<file path="config.mk">
export PLATFORM = sky130hd
export DESIGN_NAME = receptor_matriz_5x7
export DESIGN_NICKNAME = d
export VERILOG_FILES = /design/src/rtl/receptor_pkg.sv /design/src/rtl/varredura_matriz.sv /design/src/rtl/receptor_matriz_5x7.sv
export SDC_FILE = /design/constraint.sdc
export NUM_CORES = 1
export LEC_CHECK = 0
export ABC_AREA = 1
export BUFFER_PORTS_ARGS = -buffer_cell sky130_fd_sc_hd__buf_2
export CORE_MARGIN = 4
export CORE_UTILIZATION = 30
export DETAILED_ROUTE_END_ITERATION = 8
export PLACE_DENSITY = 0.51
export SETUP_SLACK_MARGIN = 0.2
export SLEW_MARGIN = 20
export SYNTH_ARGS = -nofsm -noshare
export SYNTH_HDL_FRONTEND = slang
export SYNTH_SLANG_ARGS = --single-unit
</file>
<file path="constraint.sdc">
create_clock -name clk -period 2.4 [get_ports clk]
set_input_delay 0.24 -clock clk [delete_from_list [all_inputs] [get_ports clk]]
set_output_delay 0.24 -clock clk [all_outputs]
set_load 0.1 [all_outputs]
</file>
<file path="src/rtl/receptor_pkg.sv">
// Shared definitions for the 5x7 matrix receiver.
// Holds the mode encoding of the {ch1,ch0} lines, the scanner state enum and
// the default matrix geometry.
package receptor_pkg;
  localparam int ROWS_DEF = 7;
  localparam int COLS_DEF = 5;

  localparam logic [1:0] MODO_HOLD   = 2'b00;
  localparam logic [1:0] MODO_SHIFT  = 2'b01;
  localparam logic [1:0] MODO_CLEAR  = 2'b10;
  localparam logic [1:0] MODO_FREEZE = 2'b11;

  typedef enum logic {BLANK = 1'b0, SCAN = 1'b1} scan_state_t;
endpackage

</file>
<file path="src/rtl/varredura_matriz.sv">
// Column multiplexer for the LED matrix: clock divider, two-state scan FSM and
// the registered row/column drives.
// Ports:
//   clk, reset  system clock, async active-high reset
//   quadro      frame buffer, column c at bits [c*ROWS +: ROWS]
//   linhas      row drive (active-high) of the lit column
//   colunas     column enables, one-hot-low; all high while BLANK
module varredura_matriz
  import receptor_pkg::*;
#(
  parameter int ROWS     = ROWS_DEF,
  parameter int COLS     = COLS_DEF,
  parameter int SCAN_DIV = 1000
) (
  input  logic                 clk,
  input  logic                 reset,
  input  logic [COLS*ROWS-1:0] quadro,
  output logic [ROWS-1:0]      linhas,
  output logic [COLS-1:0]      colunas
);
  localparam int DW = $clog2(SCAN_DIV);
  localparam int KW = (COLS > 1) ? $clog2(COLS) : 1;

  scan_state_t   state, state_nxt;
  logic [DW-1:0] div;
  logic [KW-1:0] k, k_nxt;
  logic          wrap;
  logic [ROWS-1:0] col_sel;
  logic [COLS-1:0] en_sel;

  assign wrap = (div == DW'(SCAN_DIV - 1));

  always_ff @(posedge clk or posedge reset) begin
    if (reset)     div <= '0;
    else if (wrap) div <= '0;
    else           div <= div + DW'(1);
  end

  always_ff @(posedge clk or posedge reset) begin
    if (reset) begin
      state <= BLANK;
      k     <= '0;
    end else begin
      state <= state_nxt;
      k     <= k_nxt;
    end
  end

  // k is the column being shown; leaving BLANK shows column 0 first.
  always_comb begin
    state_nxt = state;
    k_nxt     = k;
    if (wrap) begin
      if (state == BLANK) begin
        state_nxt = SCAN;
        k_nxt     = '0;
      end else begin
        k_nxt = (k == KW'(COLS - 1)) ? '0 : k + KW'(1);
      end
    end
  end

  always_comb begin
    col_sel = '0;
    en_sel  = '1;
    for (int c = 0; c < COLS; c++) begin
      if (k_nxt == KW'(c)) begin
        col_sel   = quadro[c*ROWS +: ROWS];
        en_sel[c] = 1'b0;
      end
    end
  end

  // Loads from the register value of quadro, so a commit on the same edge
  // shows up only at that column's next slot.
  always_ff @(posedge clk or posedge reset) begin
    if (reset) begin
      linhas  <= '0;
      colunas <= '1;
    end else if (wrap) begin
      linhas  <= col_sel;
      colunas <= en_sel;
    end
  end
endmodule

</file>
<file path="src/rtl/receptor_matriz_5x7.sv">
// Serial-to-parallel receiver at the display end of the scrolling-text chain.
// Packs every ROWS sampled bits into a column, keeps the last COLS columns in
// a scrolling frame buffer and scans it onto the dot matrix.
// Ports:
//   clk, reset     system clock, async active-high reset
//   serial_in      serial data from the upstream register
//   ch1, ch0       mode: 00 hold, 01 shift, 10 clear, 11 freeze
//   linhas         row drive, active-high
//   colunas        column enable, one-hot-low
//   coluna_pronta  one-cycle pulse after a column is committed
//   indice_bit     bits currently held in the accumulator
module receptor_matriz_5x7
  import receptor_pkg::*;
#(
  parameter int ROWS     = ROWS_DEF,
  parameter int COLS     = COLS_DEF,
  parameter int SCAN_DIV = 1000
) (
  input  logic            clk,
  input  logic            reset,
  input  logic            serial_in,
  input  logic            ch1,
  input  logic            ch0,
  output logic [ROWS-1:0] linhas,
  output logic [COLS-1:0] colunas,
  output logic            coluna_pronta,
  output logic [2:0]      indice_bit
);
  logic [1:0]           modo;
  logic [ROWS-1:0]      acc, acc_nxt;
  logic [2:0]           cnt;
  logic [COLS*ROWS-1:0] quadro;
  logic                 amostra, fim, commit;

  assign modo    = {ch1, ch0};
  assign amostra = (modo == MODO_SHIFT) || (modo == MODO_FREEZE);
  assign fim     = amostra && (cnt == 3'(ROWS - 1));
  assign commit  = fim && (modo == MODO_SHIFT);
  // The completed word includes the bit sampled on this edge.
  assign acc_nxt = {acc[ROWS-2:0], serial_in};

  always_ff @(posedge clk or posedge reset) begin
    if (reset) begin
      acc           <= '0;
      cnt           <= '0;
      quadro        <= '0;
      coluna_pronta <= 1'b0;
    end else if (modo == MODO_CLEAR) begin
      acc           <= '0;
      cnt           <= '0;
      quadro        <= '0;
      coluna_pronta <= 1'b0;
    end else begin
      coluna_pronta <= commit;
      if (amostra) begin
        acc <= acc_nxt;
        cnt <= fim ? 3'd0 : cnt + 3'd1;
      end
      // Column 0 drops off, the new word enters at column COLS-1.
      if (commit) quadro <= {acc_nxt, quadro[COLS*ROWS-1:ROWS]};
    end
  end

  assign indice_bit = cnt;

  varredura_matriz #(
    .ROWS    (ROWS),
    .COLS    (COLS),
    .SCAN_DIV(SCAN_DIV)
  ) u_varredura (
    .clk    (clk),
    .reset  (reset),
    .quadro (quadro),
    .linhas (linhas),
    .colunas(colunas)
  );
endmodule

</file>
# Yosys cells after proc, flatten, opt, wreduce, memory -nomap -nowiden
# Cells that the tools add are included.
[word_totals]
romBits = 0
output_inout_bits = 16
reg_bits = 71
ramBits = 0
inputBits = 5
wordCells = 50
latchBits = 0
n_memories = 0
[classes]
n_addsub = 3
eq_ne = 10
shift = 0
n_reduce_logical = 6
div = 0
n_bitwise = 0
n_mul = 0
mux = 22
n_lt_le_gt_ge = 0
[ops]
columns = ["op", "n"]
rows = [
  ["2-to-1 mux 35 bit", 2],
  ["2-to-1 mux 7 bit", 5],
  ["2-to-1 mux 3 bit", 6],
  ["2-to-1 mux 6 bit", 2],
  ["adder 10 x 1 -> 10 bit (second input constant)", 1],
  ["equality test 10 bit (second input constant)", 1],
  ["2-to-1 mux 10 bit", 1],
  ["equality test 3 bit (second input constant)", 3],
  ["adder 3 x 1 -> 3 bit (second input constant)", 2],
  ["equality test 3 x 2 -> 1 bit (second input constant)", 2],
  ["2-to-1 mux 1 bit", 6],
  ["equality test 2 bit (second input constant)", 2],
  ["nonzero test 2 bit", 2],
  ["equality test 3 x 1 -> 1 bit (second input constant)", 1],
  ["zero test 3 bit", 1],
  ["equality test 2 x 1 -> 1 bit (second input constant)", 1],
  ["logical AND 1 bit", 2],
  ["logical OR 1 bit", 1],
]

# Longest topological paths before layout
# Gate-level depths: netlist (run 1).
[depth]
word_depth = 10
depth_mapped = 15
mapped_depth_nobuf = 14

# Hierarchy
# Synthesis (run 1) repeated with hierarchy kept, for this count alone.
[hier_totals]
hier_cells = 390
hier_area_um2 = 3458.3
[modules_own_cells]
columns = ["module", "area_per_inst_um2", "seq_area_each_um2", "cells_each", "instances"]
rows = [
  ["receptor_matriz_5x7", 1844.3, 1126.1, 192, 1],
  ["varredura_matriz", 1614.0, 656.9, 198, 1],
]

# Worst setup path before layout (run 1)
# No wires, ideal clock.
[synth_timing]
path_kind = "register -> register"
startpoint = "reg cnt[1], in the netlist indice_bit[1]"
endpoint = "reg quadro[0]"
path_buffers = 1
setup_time_ns = 0.133
path_stages_with_launch = 8
required_ns = 2.267
arrival_ns = 1.983
synth_period_minus_slack_ns = 2.116
setup_slack_ns = 0.284
cell_sequence = "dfrtp_1 -> ha_1 -> nand2_1 -> nor3_2 -> inv_2 -> o21ai_2 -> buf_2 -> o22ai_1"
[synth_via]
elab_chain_len = 4
[synth_rtl]
columns = ["element", "line", "text"]
rows = [
  ["start: declaration", "receptor_matriz_5x7.sv:31", "logic [2:0] cnt;"],
  ["start signal: assignment", "receptor_matriz_5x7.sv:57", "cnt <= fim ? 3'd0 : cnt + 3'd1;"],
  ["equality test 3 bit", "receptor_matriz_5x7.sv:37", "assign fim = amostra && (cnt == 3'(ROWS - 1));"],
  ["logical AND 1 bit", "receptor_matriz_5x7.sv:37", ""],
  ["logical AND 1 bit", "receptor_matriz_5x7.sv:38", "assign commit = fim && (modo == MODO_SHIFT);"],
  ["nonzero test 2 bit (no line)", "--", ""],
  ["end signal: assignment", "receptor_matriz_5x7.sv:60", "if (commit) quadro <= {acc_nxt, quadro[COLS*ROWS-1:ROWS]};"],
  ["end: declaration", "receptor_matriz_5x7.sv:32", "logic [COLS*ROWS-1:0] quadro;"],
]
# No other way between the ends.
# A chain may end at the register's enable or synchronous reset.

# Final worst setup path (run 1)
[layout_timing]
startpoint = "reg u_varredura.k[0]"
endpoint = "reg u_varredura.linhas[6]"
[layout_via]
elab_chain_len = 10
elab_cells_between_ends = 15
classes_between = "add/sub: 1; eq/ne: 5; mux: 8; reduce/logical: 1"
[layout_rtl]
columns = ["element", "line", "text"]
rows = [
  ["start: declaration", "varredura_matriz.sv:26", "logic [KW-1:0] k, k_nxt;"],
  ["start signal: assignment", "varredura_matriz.sv:45", "k <= k_nxt;"],
  ["adder 3 x 1 -> 3 bit / equality test 3 bit (equally long branches)", "varredura_matriz.sv:58", "k_nxt = (k == KW'(COLS - 1)) ? '0 : k + KW'(1);"],
  ["2-to-1 mux 3 bit", "varredura_matriz.sv:58", ""],
  ["2-to-1 mux 3 bit", "varredura_matriz.sv:54", "if (state == BLANK) begin"],
  ["2-to-1 mux 3 bit *", "varredura_matriz.sv:53", "if (wrap) begin"],
  ["named net u_varredura.k_nxt[0]", "varredura_matriz.sv:26", ""],
  ["zero test 3 bit", "varredura_matriz.sv:67", "if (k_nxt == KW'(c)) begin"],
  ["2-to-1 mux 7 bit (4 in series)", "varredura_matriz.sv:67", ""],
  ["2-to-1 mux 7 bit *", "varredura_matriz.sv:67", ""],
  ["end signal: assignment", "varredura_matriz.sv:81", "linhas <= col_sel;"],
  ["end: declaration", "varredura_matriz.sv:18", "output logic [ROWS-1:0] linhas,"],
]
# The timed path passes the listed nets; every way through them passes the cells marked *.

==> results.json, run 1 <==
{
  "die_w_um": 114.0,
  "ff2ff_path_depth": 13,
  "cts_root_buffer": "clkbuf_16",
  "drt.antenna.violating_nets": 0,
  "synthCells": 381,
  "grt_use_total": 0.1303,
  "hp-class": "in -> async",
  "worstSetupPathType": "reg -> reg",
  "diodes": 0,
  "avgRoutedWirePerCell_um": 14.26,
  "gp_congestion": 0.7951,
  "topRoutingLayerUsed": "met4",
  "io_pins": 21,
  "htree_levels": 3,
  "rows": 38,
  "ys_seq_area_frac": 0.5288,
  "placed_cells": 537,
  "routed-wl-met2_mm": 3.788,
  "die_area_um2": 13000,
  "startpoint_type": "flip-flop",
  "fin_nets": 419,
  "synth.distinct_cells": 33,
  "worst-path-max-fanout": 8,
  "grt_start_max_net_pins": 36,
  "antenna_found_initial": 0,
  "post-route-util": 0.3669,
  "drt_first_pass_iters": 4,
  "drt-initial-drc-count": 142,
  "numCtsBuffers": 9,
  "ys.warnings.count": 0,
  "ir_drop_mv": 0.3275,
  "period_share": 0.8304,
  "wl_met1_mm": 3.740,
  "crit_path_end_kind": "flip-flop",
  "timing.final.setup_violations": 0,
  "die_h_um": 114.0,
  "insertion_delay_ns": 0.33,
  "arrival_ns": 2.21,
  "final.setup.tns_ns": 0,
  "worst_pin_slew_ns": 0.6753,
  "routed-wl-met3_um": 216,
  "drive_above_1_share": 0.1816,
  "detailed_place_hpwl_mm": 5.566,
  "rsz0062_at_grt": "no",
  "syn-mean-instance-area_um2": 8.850,
  "grt_pass1_wl_mm": 13.25,
  "max_freq_mhz": 501.8,
  "power_density_nw_per_um2": 734.2,
  "skew_ns": 0.008238,
  "synthesis.nets": 391,
  "grt-ovfl-total": 0,
  "clockBufferDepth": 2,
  "start_util": 0.3084,
  "layout_common_cells": "66 x inv_1, 66 x nand2_1, 66 x dfrtp_1, 42 x o22ai_1, 37 x nand3_1",
  "maxCapViolCount": 0,
  "status": "completed",
  "grt_pass1_vias": 2616,
  "synth-seq-cells": 71,
  "drc": 0,
  "relSlewSlack": 0.5492,
  "coreArea_um2": 10940,
  "syn_area_um2": 3372,
  "final-instance-count-excl-fill": 553,
  "num_vias": 2653,
  "area_delta_synth_final_pct": 19.00,
  "cts_tree": "done",
  "port-buffer-count": 20,
  "finalHoldViolCount": 0,
  "power.leakage_uw": 0.001990,
  "clock_sinks": 71,
  "required_ns": 2.62,
  "cts.clk_slew.worst_paths_ns": 0.06,
  "drt_wl_total_mm": 7.884,
  "drv_slew": 0,
  "vias_per_cell": 4.797,
  "timing.hold.ws_ns": 0.01048,
  "min_period_ns": 1.993
}
-- kinds of logic after synthesis --
group	after synthesis	share of synthesized area
AOI/OAI and AO/OA	63	0.1143
xor gates and xnor gates	1	0.002598
adders and majority gates	5	0.01855
buffers and inverters	83	0.1002
DFF	71	0.5288
and+or+nand+nor	158	0.2356
-- per-stage QoR --
stage / worst slack, ns / area, µm² / power, µW
5_1_grt: 0.2117 / 4013 / 3056
3_5_place_dp: 0.3687 / 3649 / 1419
3_3_place_gp: 0.3946 / 3649 / 1416
2_1_floorplan: 0.2844 / 3372 / 1375
4_1_cts: 0.3519 / 3995 / 2972
6_report: 0.4070 / 4013 / 2946
-- power by group --
group | total (µW) | internal [µW] | switching [µW]
sequential | 1220 | 1210 | 10.3
combinational | 169 | 32.6 | 137
clock | 1550 | 1070 | 486
-- routing by layer --
metal | up-vias | track usage
met5 | - | 0
met4 | 0 | 0.04592
met3 | 10 | 0.03289
met2 | 46 | 0.2088
met1 | 1293 | 0.1711
li1 | 1304 | -
-- critical path, stage by stage, from the launching register on --
cell	delay [ns]
dfrtp_1	0.40
inv_1	0.10
ha_1	0.20
nand2_1	0.13
nand2_1	0.06
nor2_1	0.08
nand4_1	0.13
nand2_2	0.19
nor2_8	0.08
buf_4	0.16
nand3_1	0.07
nand3_1	0.07
o21bai_1	0.15
nand2_1	0.06
-- timing repair --
item	CTS	global route
hold buffers	0	0
buffers inserted	0	1
gates resized for setup	0	2
endpoints found under the setup margin	0	4
-- synthesized netlist by cell type (all sizes together) --
| cell | instances | area [µm²] |
|---|---|---|
| a21oi | 7 | 35.03 |
| and3 | 1 | 6.260 |
| buf | 7 | 52.54 |
| clkbuf | 5 | 18.77 |
| clkinv | 1 | 3.750 |
| dfrtp | 66 | 1652 |
| dfstp | 5 | 131.4 |
| ha | 5 | 62.56 |
| inv | 70 | 262.8 |
| nand2 | 74 | 307.8 |
| nand3 | 40 | 222.7 |
| nand3b | 1 | 7.510 |
| nand4 | 6 | 37.54 |
| nor2 | 23 | 138.9 |
| nor3 | 10 | 55.05 |
| o21ai | 10 | 57.56 |
| o21bai | 4 | 30.03 |
| o22ai | 42 | 262.8 |
| or2 | 3 | 18.77 |
| xor2 | 1 | 8.760 |
-- final cells by class --
class	instances	area (µm²)
timing repair buffer	29	180.2
fill	1133	6923
multi-input combinational	227	1261
sequential	71	1783
clock inverter	3	90.09
clock buffer	12	256.5
tap	140	175.2
inverter	71	266.5
-- worst paths after layout --
check	from	slack, ns	end
worst min-delay path	reset	0.01	quadro[29]
worst max register to register	u_varredura.k[0]	0.41	u_varredura.linhas[6]
worst min register to register	u_varredura.colunas[4]	0.47	u_varredura.colunas[4]
worst max-delay path	u_varredura.k[0]	0.41	u_varredura.linhas[6]
max in group asynchronous	reset	1.70	u_varredura.colunas[0]
min in group clk	ch1	0.09	coluna_pronta
-- sequential cells by signal, summed over array words and instances, names as in the netlist --
register and flops:
coluna_pronta 1, indice_bit 3, u_varredura.div 10, u_varredura.colunas 5, acc 6, u_varredura.k 3, u_varredura.state 1, quadro 35
u_varredura.linhas 7
Note: power is estimated with default switching activity, not from simulation.
==> run 2: changes to the inputs <==
==> constraint.sdc (replaced) <==
create_clock -name clk -period 2.07 [get_ports clk]
set_input_delay 0.207 -clock clk [delete_from_list [all_inputs] [get_ports clk]]
set_output_delay 0.207 -clock clk [all_outputs]
set_load 0.1 [all_outputs]
==> run 2 against run 1 <==
Total power up 12%. Clock skew increased by 0.0010 ns. Utilization increased by 5.1 points. Die area did not move. Critical endpoint is now u_varredura.linhas[4]. Highest routed layer unchanged.
==> results.json, run 2 (synthesis gave the netlist of run 1 again) <==
{
  "layout_common_cells": "63 x dfrtp_1, 60 x inv_1, 57 x nand2_1, 42 x o22ai_1",
  "numCtsBuffers": 9,
  "hold_path_end": "coluna_pronta",
  "antenna_found_initial": 0,
  "htree_levels": 3,
  "drt_wl_total_mm": 8.887,
  "start_util": 0.3084,
  "cts_root_buffer": "clkbuf_16",
  "detailed_place_hpwl_mm": 5.461,
  "startpoint_type": "flip-flop",
  "ir_drop_mv": 0.3537,
  "top_register": "quadro",
  "cts.clk_slew.worst_paths_ns": 0.06,
  "fin_area_um2": 4566,
  "crit_path_end_kind": "flip-flop",
  "worst-path-max-fanout": 5,
  "dp_slack_ns": -0.0001925,
  "finalHoldViolCount": 0,
  "grt-ovfl-total": 0,
  "r2r_start": "u_varredura.k[0]",
  "drt.antenna.violating_nets": 0,
  "whs_path_depth": 2,
  "drv_slew": 0,
  "reg2reg_to": "u_varredura.linhas[4]",
  "maxCapViolCount": 0,
  "rows": 38,
  "crit_start": "u_varredura.k[0]",
  "diodes": 0,
  "rrSetupSlack_ns": 0.13,
  "relSlewSlack": 0.5722,
  "arrival_ns": 2.17,
  "num_vias": 2889,
  "rsz0062_at_grt": "yes",
  "coreArea_um2": 10940,
  "grt_pass1_wl_mm": 14.39,
  "port-buffer-count": 20,
  "avgRoutedWirePerCell_um": 15.01,
  "insertion_delay_ns": 0.34,
  "worstSetupPathType": "reg -> reg",
  "seqPwrFrac": 0.432,
  "skew_ns": 0.009249,
  "holdCritStartpoint": "ch1",
  "die_h_um": 114.0,
  "fin_ws_ns": 0.1260,
  "period_share": 0.9391,
  "fin_nets": 458,
  "die_area_um2": 13000,
  "grt_use_total": 0.1414,
  "drc": 0,
  "area_delta_synth_final_pct": 35.40,
  "drt-initial-drc-count": 99,
  "top_regs": "quadro: 35 flops, u_varredura.div: 10 flops, u_varredura.linhas: 7 flops",
  "min_period_ns": 1.944,
  "drt_first_pass_iters": 4,
  "final-instance-count-excl-fill": 592,
  "worst_pin_slew_ns": 0.6403,
  "drive_above_1_share": 0.3186,
  "clockPowerShare": 0.507,
  "placed_cells": 538,
  "timing.final.setup_violations": 0,
  "ff2ff_path_depth": 15,
  "max_freq_mhz": 514.4,
  "gp_congestion": 0.8584,
  "required_ns": 2.29,
  "power.switching_uw": 761.8,
  "power.leakage_uw": 0.002238,
  "grt_pass1_vias": 2967,
  "swShare": 0.2314,
  "die_w_um": 114.0,
  "p_int_uw": 2530,
  "place_area_um2": 3689,
  "cts_tree": "done",
  "clock_sinks": 71,
  "status": "completed",
  "hp-class": "in -> reg",
  "io_pins": 21,
  "final_common_cell": "dfrtp_1",
  "grt_start_max_net_pins": 36,
  "largest_reg_flops": 35,
  "clockBufferDepth": 2,
  "vias_per_cell": 4.880,
  "p_comb_frac": 0.061,
  "power_density_nw_per_um2": 721.1
}
[run 2: cell count changes in the layout (fill, tap and decap cells not counted), moves of 5 or more]
cell,delta
inv_1,-6
nand2_1,-9
nand2_2,+5
buf_4,+25
buf_12,+5
[run 2: per-stage QoR]
stage,util,total power [µW],hold WS (ns),setup TNS [ns]
after CTS,0.3952,3329,0.06173,0
final,0.4175,3292,0.06871,0
after global placement,0.3373,1648,0.3217,0
after floorplan,-,1597,0.2835,0
after global routing,0.4175,3424,0.06797,0
after detailed placement,0.3373,1650,0.3292,-0.0001925
[run 2: worst max-delay path by stage]
stage / endpoint / cells after the start
global placement: u_varredura.linhas[4] / 12
floorplan: quadro[0] / 7
finish: u_varredura.linhas[4] / 15
detailed placement: u_varredura.linhas[4] / 12
global route: u_varredura.linhas[6] / 13
CTS: u_varredura.linhas[4] / 13
[run 2: power groups by stage]
stage          logic (µW)  clock network, µW  registers, µW
2_1_floorplan        71.3                  0           1530
3_5_place_dp          202                  0           1450
6_report              200               1670           1420
3_3_place_gp          202                  0           1450
4_1_cts               205               1700           1420
5_1_grt               220               1780           1430
[run 2: cell type report]
class	count	area [µm²]
well taps	140	175.2
multi-input cells	228	1419
flip-flops and latches	71	1787
inverters	71	272.8
fillers	1071	6370
repair buffers	67	590.6
clock buffers	10	239.0
clock inverters	5	82.58
[run 2: what timing repair did]
item                                    in CTS  in global routing
gates resized for setup                     20                 28
endpoints found under the hold margin       22                  0
setup buffers                               21                 14
cloned                                       2                  1
pin swaps                                   10                 34
endpoints found under the setup margin       8                  8
hold buffers                                 1                  0
[run 2: metal layers]
metal / vias up / GRT usage / part of all wire
li1: 1389 / - / -
met1: 1427 / 0.1704 / 0.43
met2: 57 / 0.2389 / 0.51
met3: 16 / 0.03024 / 0.036
met4: 0 / 0.06968 / 0.027
met5: - / 0 / 0
[run 2: worst max-delay path, stage by stage (launching register included)]
cell and delay [ns]:
dfrtp_1 0.40, inv_2 0.07, ha_4 0.16, nand2_4 0.07, nand2_2 0.05, nor2_1 0.10, nand4_1 0.19, nand2_4 0.16
nor2_8 0.06, buf_12 0.14, nand2_8 0.08, nand2_1 0.06, nor2_1 0.08, nand2_1 0.06, nand2_2 0.07, nand2_1 0.05
